==> src/rtl/adc_serial_capture.sv <==
// ---------------------------------------------------------------------------
// adc_serial_capture
//
// Drives three serial pixel ADCs that share one chip select and one serial
// clock. Each start request runs one 16-bit frame, captures one sample per
// ADC, and pushes the three 12-bit samples into a downstream FIFO as a single
// 36-bit word.
//
// Parameters
//   HALF_DIV      clk cycles per SCLK half-period (1..255)
//   QUIET_CYCLES  clk cycles CS stays high after a frame before the next
//                 start is accepted (1..255)
//
// Ports
//   clk                      system clock, rising edge
//   reset                    asynchronous active-high reset
//   start                    one-cycle request for one three-channel frame
//   px0/1/2_adc_din          serial data from the three ADCs
//   CS                       shared chip select, active low
//   SCLK                     shared serial clock, idle high
//   fifo_full                downstream FIFO full
//   wr_en                    one-cycle FIFO write strobe
//   wr_data                  {ch2[11:0], ch1[11:0], ch0[11:0]}
//   busy                     high from CS assertion until the quiet period ends
//   overflow                 sticky: a frame was dropped on fifo_full
//   clr_ovf                  one-cycle clear of overflow
// ---------------------------------------------------------------------------
`timescale 1ns/1ps

module adc_serial_capture #(
    parameter int unsigned HALF_DIV     = 2,
    parameter int unsigned QUIET_CYCLES = 4
) (
    input  logic        clk,
    input  logic        reset,
    input  logic        start,
    input  logic        px0_adc_din,
    input  logic        px1_adc_din,
    input  logic        px2_adc_din,
    output logic        CS,
    output logic        SCLK,
    input  logic        fifo_full,
    output logic        wr_en,
    output logic [35:0] wr_data,
    output logic        busy,
    output logic        overflow,
    input  logic        clr_ovf
);

    typedef enum logic [2:0] {
        S_IDLE,
        S_SETUP,
        S_SHIFT,
        S_WRITE,
        S_QUIET
    } state_t;

    // Terminal counts; an 8-bit counter covers the full 1..255 range.
    localparam logic [7:0] HALF_LAST  = 8'(HALF_DIV - 1);
    localparam logic [7:0] QUIET_LAST = 8'(QUIET_CYCLES - 1);

    state_t      r_state;
    logic [7:0]  r_cnt;       // half-period / quiet-period counter
    logic [4:0]  r_bit_cnt;   // completed SCLK periods, 0..15
    logic [15:0] r_sr0;
    logic [15:0] r_sr1;
    logic [15:0] r_sr2;
    logic        r_cs;
    logic        r_sclk;
    logic        r_busy;
    logic        r_ovf;
    logic [35:0] r_wr_data;

    logic        w_half_done;
    logic        w_quiet_done;

    assign w_half_done  = (r_cnt == HALF_LAST);
    assign w_quiet_done = (r_cnt == QUIET_LAST);

    assign CS       = r_cs;
    assign SCLK     = r_sclk;
    assign busy     = r_busy;
    assign overflow = r_ovf;
    assign wr_data  = r_wr_data;
    // The strobe follows fifo_full during the WRITE cycle itself, so a FIFO
    // that fills on that very cycle still causes a drop rather than a write.
    assign wr_en    = (r_state == S_WRITE) && !fifo_full;

    always_ff @(posedge clk or posedge reset) begin
        if (reset) begin
            r_state   <= S_IDLE;
            r_cnt     <= '0;
            r_bit_cnt <= '0;
            r_sr0     <= '0;
            r_sr1     <= '0;
            r_sr2     <= '0;
            r_cs      <= 1'b1;
            r_sclk    <= 1'b1;
            r_busy    <= 1'b0;
            r_ovf     <= 1'b0;
            r_wr_data <= '0;
        end else begin
            // Clear first so that a drop in the same cycle overrides it.
            if (clr_ovf) begin
                r_ovf <= 1'b0;
            end

            case (r_state)
                S_IDLE: begin
                    r_cs   <= 1'b1;
                    r_sclk <= 1'b1;
                    r_busy <= 1'b0;
                    if (start) begin
                        r_state <= S_SETUP;
                        r_cs    <= 1'b0;
                        r_busy  <= 1'b1;
                        r_cnt   <= '0;
                    end
                end

                // CS low with SCLK still high for one half-period.
                S_SETUP: begin
                    if (w_half_done) begin
                        r_state   <= S_SHIFT;
                        r_sclk    <= 1'b0;
                        r_cnt     <= '0;
                        r_bit_cnt <= '0;
                    end else begin
                        r_cnt <= r_cnt + 8'd1;
                    end
                end

                S_SHIFT: begin
                    if (!w_half_done) begin
                        r_cnt <= r_cnt + 8'd1;
                    end else begin
                        r_cnt <= '0;
                        if (!r_sclk) begin
                            // Low phase ends: SCLK rises and data is sampled
                            // on the same edge, MSB first.
                            r_sclk <= 1'b1;
                            r_sr0  <= {r_sr0[14:0], px0_adc_din};
                            r_sr1  <= {r_sr1[14:0], px1_adc_din};
                            r_sr2  <= {r_sr2[14:0], px2_adc_din};
                        end else if (r_bit_cnt == 5'd15) begin
                            // 16th high phase done; SCLK stays high and the
                            // four leading frame bits are dropped.
                            r_state   <= S_WRITE;
                            r_cs      <= 1'b1;
                            r_bit_cnt <= '0;
                            r_wr_data <= {r_sr2[11:0], r_sr1[11:0], r_sr0[11:0]};
                        end else begin
                            r_bit_cnt <= r_bit_cnt + 5'd1;
                            r_sclk    <= 1'b0;
                        end
                    end
                end

                S_WRITE: begin
                    if (fifo_full) begin
                        r_ovf <= 1'b1;
                    end
                    r_state <= S_QUIET;
                    r_cnt   <= '0;
                end

                S_QUIET: begin
                    if (w_quiet_done) begin
                        r_state <= S_IDLE;
                        r_busy  <= 1'b0;
                        r_cnt   <= '0;
                    end else begin
                        r_cnt <= r_cnt + 8'd1;
                    end
                end

                default: begin
                    r_state <= S_IDLE;
                    r_cs    <= 1'b1;
                    r_sclk  <= 1'b1;
                    r_busy  <= 1'b0;
                end
            endcase
        end
    end

endmodule

==> config.mk <==
export PLATFORM = sky130hd
export DESIGN_NAME = adc_serial_capture
export DESIGN_NICKNAME = d
export VERILOG_FILES = /design/src/rtl/adc_serial_capture.sv
export SDC_FILE = /design/constraint.sdc
export NUM_CORES = 1
export LEC_CHECK = 0
export ABC_AREA = 1
export ABC_CLOCK_PERIOD_IN_PS = 5350
export CAP_MARGIN = 5
export CELL_PAD_IN_SITES_DETAIL_PLACEMENT = 1
export CELL_PAD_IN_SITES_GLOBAL_PLACEMENT = 1
export CORE_MARGIN = 3
export CORE_UTILIZATION = 45
export DETAILED_ROUTE_END_ITERATION = 8
export PLACE_DENSITY = 0.87
export REMOVE_ABC_BUFFERS = 1
export SLEW_MARGIN = 20
export SYNTH_ARGS = -nofsm -noshare
export SYNTH_HDL_FRONTEND = slang
export SYNTH_SLANG_ARGS = --single-unit
==> constraint.sdc <==
create_clock -name clk -period 5.35 [get_ports clk]
set_input_delay 0.8025 -clock clk [delete_from_list [all_inputs] [get_ports clk]]
set_output_delay 0.8025 -clock clk [all_outputs]
set_load 0.005 [all_outputs]
Word level (Yosys, flattened, before mapping)
Index checks and enable logic that the tools add are counted.

Equal/unequal tests: 13. Add/sub/neg operators: 2. Mux-type cells: 32. Reduce and logical (&&, ||, !) cells: 17. Bitwise operators: 4.

Operator list (number): 8-bit one-hot mux with 4 select lines (1); 8-bit two-way mux (3); 5-bit two-way mux (4); 3-bit two-way mux (6); 3-bit one-hot mux with 5 select lines (1); 1-bit two-way mux (13); 2-bit inequality test (second input constant) (6); 4-bit AND reduction (3); 5-bit one-hot mux with 2 select lines (1); 1-bit one-hot mux with 3 select lines (3); 8-bit by 1-bit adder with 8-bit output (second input constant) (1); 8-bit by 1-bit == test with 1-bit output (second input constant) (1); 8-bit by 2-bit == test with 1-bit output (second input constant) (1); 3-bit by 2-bit == test with 1-bit output (second input constant) (2); 3-bit AND reduction (2); 6-bit AND reduction (1); 3-bit OR reduction (2); 5-bit by 1-bit adder with 5-bit output (second input constant) (1); 5-bit by 4-bit == test with 1-bit output (second input constant) (1); 1-bit NOT (4); 2-bit AND reduction (2); 4-bit nonzero test (1); 2-bit OR reduction (2); 3-bit by 1-bit == test with 1-bit output (second input constant) (1); other kinds (5) (5).

Bits in registers: 92. Output and inout bits: 41. Word-level logic and storage cells: 79. Input port bits: 8.

Logic depth before layout (Yosys ltp)
Gate-level depths: netlist of the first run.

Depth in word-level cells: 5. Depth in mapped cells: 9. Depth with buffers taken out: 9.

Least setup slack after synthesis of the first run
No wires, ideal clock.

Path type: input -> output. From: in fifo_full. To: out wr_en. Data arrival time: 0.909 ns. Data required time: 4.548 ns. Path buffers: 0. Path slack: 3.639 ns. Cell stages on the path: 1. Cells stage by stage: nor2_1.

Longest elaborated chain between the ends: 2.

RTL lines: from (decl) (RTL line 42) `input logic fifo_full,`; 1-bit logical NOT (RTL line 87) `assign wr_en = (r_state == S_WRITE) && !fifo_full;`; 1-bit logical AND (RTL line 87); to (decl) (RTL line 43) `output logic wr_en,`.

No other way between the ends.

Worst setup path after layout of the first run
Same ends and word-level chain as after synthesis.

==> results of run 1 <==
[power groups by stage]
stage | Sequential (mW) | Combinational, mW | Clock [mW]
2_1_floorplan | 0.728 | 0.0308 | 0
3_3_place_gp | 0.729 | 0.0432 | 0
3_5_place_dp | 0.730 | 0.0461 | 0
4_1_cts | 0.716 | 0.0465 | 0.443
5_1_grt | 0.718 | 0.0528 | 0.466
6_report | 0.716 | 0.0443 | 0.431
[tightest hold or removal path, cell delays in order, from the launching register on]
cell and delay, ns:
dfstp_2 0.38, nand2_1 0.05, nand2_1 0.05
[worst min-delay path by stage]
stage	slack, ns	start	endpoint	cells past startpoint
2_1_floorplan	0.45	CS	CS	2
3_5_place_dp	0.46	CS	CS	2
6_report	0.48	CS	CS	2
4_1_cts	0.48	CS	CS	2
5_1_grt	0.50	CS	CS	2
3_3_place_gp	0.46	busy	busy	2
[synth_stat cells (all sizes together)]
master,instances
xnor2,2
xor2,2
o21bai,2
buf,11
o211ai,4
ha,3
nand3b,1
inv,57
nand3,18
o21ai,80
a21oi,3
clkbuf,3
nor2,28
dfstp,2
dfrtp,90
nand2,119
o22ai,1
nand4,5
[metal layers]
layer  up-vias  track usage  part of all wire
met2        48        0.322              0.51
met4         0       0.0696             0.016
met1      1518        0.227              0.44
met5         -            0                 0
met3        10       0.0273             0.027
li1       1460            -                 -
[area by class of cell]
type | instances | share of cell area
multi-input cells | 268 | 0.314
repair buffers | 50 | 0.102
flip-flops and latches | 92 | 0.475
clock buffers | 11 | 0.0291
inverters | 57 | 0.0444
well taps | 108 | 0.0278
clock inverters | 5 | 0.00774
[sequential cells by signal, summed over array words and instances (netlist names), 3 cells and up]
signal and cells:
r_bit_cnt 5, r_sr2 12, r_state 3, wr_data 36
r_sr0 12, r_cnt 8, r_sr1 12
[through the flow]
| step | setup WS, ns | utilization | instance area (sq um) |
|---|---|---|---|
| 3_3_place_gp | 2.71 | 0.528 | 4670 |
| 3_5_place_dp | 2.66 | 0.528 | 4670 |
| 5_1_grt | 2.61 | 0.548 | 4850 |
| 6_report | 2.67 | 0.548 | 4850 |
| 4_1_cts | 2.65 | 0.548 | 4850 |
| 2_1_floorplan | 2.16 | - | 4040 |
[cell families (layout without fill, tap and decap cells)]
group / after synthesis / count (layout) / share of synthesized area
AND/OR/NAND/NOR: 171 / 171 / 0.203
flip-flops: 92 / 92 / 0.555
adder cells (fa/ha/maj): 3 / 3 / 0.00904
AO/OA/AOI/OAI: 90 / 90 / 0.146
XOR/XNOR: 4 / 4 / 0.00844
buffers and inverters: 71 / 123 / 0.0781
==> metrics.cfg, run 1 <==
[outcome]
outcome = finished clean

[setup_path]
crit_top_cell = clkdlybuf4s50_1
critPathBufInv = 2
reg2regPathDepth = 7
r2r-start = r_bit_cnt[0]
r2r-end = wr_data[19]
critPathLaunch = fifo_full
cp_cell_sequence = clkdlybuf4s50_1 -> nor2_1 -> clkdlybuf4s50_1
required_ns = 4.55
worstSetupStartpointType = primary input
end_kind = output port
critical_path.max_fanout = 2
crit_type = in2out
slowest_stage = clkdlybuf4s50_1
critical_path_depth = 3
worstSetupEndpoint = wr_en
worstPathArrival_ns = 1.88
ff2ff_setup_slack_ns = 2.85
cpPeakStageDelay_ns = 0.51
path_delay_family = buffers and inverters

[clock_tree]
cts_resized = 0
cts_buffers = 9
cts_tree = yes
clock_latency_ns = 0.36
ctsHoldBuffers = 0
root_buffer = clkbuf_8
post_cts_buffers = 0
cts.path.max_buffers = 2
clock-sinks = 92
cts_max_level = 3
path_clk_slew_ns = 0.08

[floorplanning]
pin_count = 49
die_h_um = 102
chipWidth_um = 102
coreArea_sq_mm = 0.00885
fp.dieArea_sq_mm = 0.0104
rows = 34
initial_utilization = 0.469

[drt]
dr.first_iter.drc_count = 93
vias = 3036
routedWlPerCell_um = 14.7
routed_wl_um = 8710
drt_first_pass_iters = 4
drc = 0
avgViaCountPerCell = 5.14
ant_nets = 0

[synthesis]
synth_area_sq_mm = 0.00415
syn_area_per_cell_sq_um = 9.63
ys_warn_count = 0
netlist_instances = 431
synth.distinct_cells = 29
ys_ff_latch = 92
synth_area_leaders = dfrtp_1 54%, o21ai_2 7.8%, nand2_1 7.5%
synth_top_cell_by_area = dfrtp_1
synth_top_area_frac = 0.542
ys_seq_area_frac = 0.555

[sta]
rsz0062_at_grt = false
period_minus_slack_ns = 2.68
fin_tns_setup_ns = 0
skew_ns = 0.00777
max_freq_mhz = 373
period_share = 0.501
hold_viol = 0
relSlewSlack = 0.456
worstMarginPinSlew_ns = 0.815
drv_slew = 0
setup_violations = 0
hold_ws_ns = 0.477

[grt]
grt_overflow_total = 0
grt_pass1_wl_um = 15200
grt_pass1_vias = 3255
grtUsageTotal = 0.183
grt_antenna_before_repair = 0
grt_max_degree = 73

[power]
p_sw_frac = 0.241
p_sw_uw = 287
fin_total_pwr_mw = 1.19
p_seq_frac = 0.601
vdd_drop_max_mv = 0.104
power_leakage_nw = 2.37
combinationalPowerShare = 0.037
powerDensity_mw_per_mm2 = 246
power_frac_clock = 0.362
power.internal_uw = 905

[finish]
regArea_sq_mm = 0.00230
fin_nets = 489
final_common_cell = dfrtp_1
drive_above_1_share = 0.217
fillers = 1028
fin_cells = 591
area_growth_pct = 16.9
multi_input_area_sq_mm = 0.00152
n_antenna_cell = 0
mostFrequentLayoutCells = 90 x dfrtp_1, 83 x nand2_1, 51 x inv_1

[place]
numPortBuffers = 48
dp_cells = 575
hpwl_um = 6110
routabilityCongestion = 0.869

[run]
cap_violations = 0

[hold_path]
hp-class = reg2reg

(Power assumes the default switching activity.)
==> run 2: changes to the inputs <==
- ABC_CLOCK_PERIOD_IN_PS: 5350 -> 2370
- CORE_UTILIZATION: 45 -> 39
- PLACE_DENSITY: 0.87 -> 0.81
- clock period: 5.35 -> 2.37 ns (I/O delays scaled with it)
==> run 2 against run 1 <==
  * Total power grew 130%
  * Utilization shrank 7.0 points
  * Critical path depth grew 4
==> metrics.cfg, run 2 (same netlist as run 1, synthesis figures left out) <==
[outcome]
outcome = finished clean

[power]
p_sw_uw = 682  ; +140%
combinationalPowerShare = 0.038  ; about the same
p_seq_frac = 0.589  ; -0.012
power_frac_clock = 0.373  ; +0.011
fin_total_pwr_mw = 2.75  ; +130%
vdd_drop_max_mv = 0.241  ; +130%
powerDensity_mw_per_mm2 = 556  ; +130%
power_leakage_nw = 2.40  ; +1.3%
power.internal_mw = 2.06  ; +130%
p_sw_frac = 0.249  ; +0.00786

[place]
numPortBuffers = 48  ; unchanged
dpl-instance-area_sq_mm = 0.00475  ; +1.6%
routabilityCongestion = 0.816  ; -6.1%
hpwl_um = 6100  ; about the same
dp_slack_ns = 0.272  ; -2.38 ns

[grt]
grt_max_degree = 73  ; unchanged
grt_overflow_total = 0  ; unchanged
grt_pass1_vias = 3120  ; -4.1%
grt_pass1_wl_um = 15100  ; -0.36%
grtUsageTotal = 0.159  ; -0.0238
grt_antenna_before_repair = 0  ; unchanged

[clock_tree]
path_clk_slew_ns = 0.09  ; about the same
cts_tree = yes
cts_buffers = 9  ; unchanged
clock_latency_ns = 0.36  ; about the same
cts.path.max_buffers = 2  ; unchanged
clock-sinks = 92  ; unchanged
cts_max_level = 3  ; unchanged
post_cts_buffers = 0  ; unchanged
ctsHoldBuffers = 0  ; unchanged
root_buffer = clkbuf_8
cts_resized = 0  ; unchanged

[setup_path]
r2r-end = r_sr2[9]
worstSetupEndpoint = r_sr2[9]
ff2ff_setup_slack_ns = 0.25  ; -2.60 ns
critPathLaunch = r_cnt[1]
worstPathArrival_ns = 2.33  ; +0.45 ns
worstSetupStartpointType = register
reg2regPathDepth = 7  ; unchanged
required_ns = 2.58  ; -1.97 ns
r2r-start = r_cnt[1]
crit_type = reg2reg
end_kind = register
critical_path.max_fanout = 72  ; +70

[floorplanning]
die_h_um = 109  ; +7.0%
rows = 37  ; +8.8%
chipWidth_um = 109  ; +7.0%
pin_count = 49  ; unchanged
fp.dieArea_sq_mm = 0.0119  ; +14%
coreArea_sq_mm = 0.0103  ; +17%
initial_utilization = 0.402  ; -0.0670

[finish]
final_common_cell = dfrtp_1
drive_above_1_share = 0.223  ; +0.00529
post-route-util = 0.479  ; -0.0698
area_growth_pct = 19.0
finalInstanceArea_sq_mm = 0.00494  ; +1.8%
mostFrequentLayoutCells = 90 x dfrtp_1, 83 x nand2_1, 51 x inv_1
n_antenna_cell = 0  ; unchanged
largest_reg_flops = 36  ; unchanged
fin_nets = 491  ; +0.41%

[sta]
skew_ns = 0.0131  ; +0.00536 ns
relSlewSlack = 0.480  ; +0.0241
worstMarginPinSlew_ns = 0.779  ; -0.0352 ns
period_minus_slack_ns = 2.12
period_share = 0.896
drv_slew = 0  ; unchanged
setup_ws_ns = 0.246  ; -2.42 ns
setup_violations = 0  ; unchanged
rsz0062_at_grt = false
max_freq_mhz = 471
fin_tns_setup_ns = 0  ; unchanged
hold_viol = 0  ; unchanged

[drt]
routed_wl_um = 8650  ; -0.63%
drc = 0  ; unchanged
avgViaCountPerCell = 4.78  ; -6.9%
ant_nets = 0  ; unchanged
drt_first_pass_iters = 4  ; unchanged
dr.first_iter.drc_count = 116  ; +25%
vias = 2970  ; -2.2%
routedWlPerCell_um = 13.9  ; -5.4%

[hold_path]
hp-class = in2async

[run]
cap_violations = 0  ; unchanged

==> run 2: critical path, stage by stage, from the launching register on <==
cell and delay (ns):
dfrtp_1 0.42, inv_1 0.10, ha_1 0.21, nand2_4 0.09, nor2_8 0.18, nand3_4 0.57, nand2_1 0.25, o21ai_1 0.11
==> run 2: power groups by stage <==
stage	sequential (mW)	clock [mW]	combinational [mW]
final	1.62	1.02	0.105
after global routing	1.62	1.13	0.125
after CTS	1.62	1.06	0.110
after detailed placement	1.65	0	0.110
after global placement	1.64	0	0.103
after floorplan	1.64	0	0.0696
==> run 2: cell type report <==
class	instances	area, sq um
clock buffer	10	138
clock inverter	6	53.8
fill	1196	5380
inverter	57	216
multi-input combinational	268	1520
sequential	92	2300
tap	136	170
timing repair buffer	52	536
==> run 2: metrics by stage <==
stage,cells,hold WS (ns)
finish,621,0.392
global route,621,0.434
CTS,621,0.401
detailed placement,605,0.462
global placement,605,0.454
floorplan,417,0.451
==> run 2: how the worst min path moves through the flow <==
stage | slack, ns | cells past startpoint | end | from
2_1_floorplan | 0.45 | 2 | CS | CS
3_3_place_gp | 0.45 | 2 | CS | CS
3_5_place_dp | 0.46 | 2 | CS | CS
4_1_cts | 0.40 | 2 | r_cnt[7] | reset
5_1_grt | 0.43 | 2 | r_cnt[5] | reset
6_report | 0.39 | 2 | r_cnt[3] | reset
==> run 2: layer usage <==
layer  track usage  wire length [um]
met5             0                 0
met4        0.0445                97
met3        0.0361               262
met2         0.261              4260
met1         0.213              4030
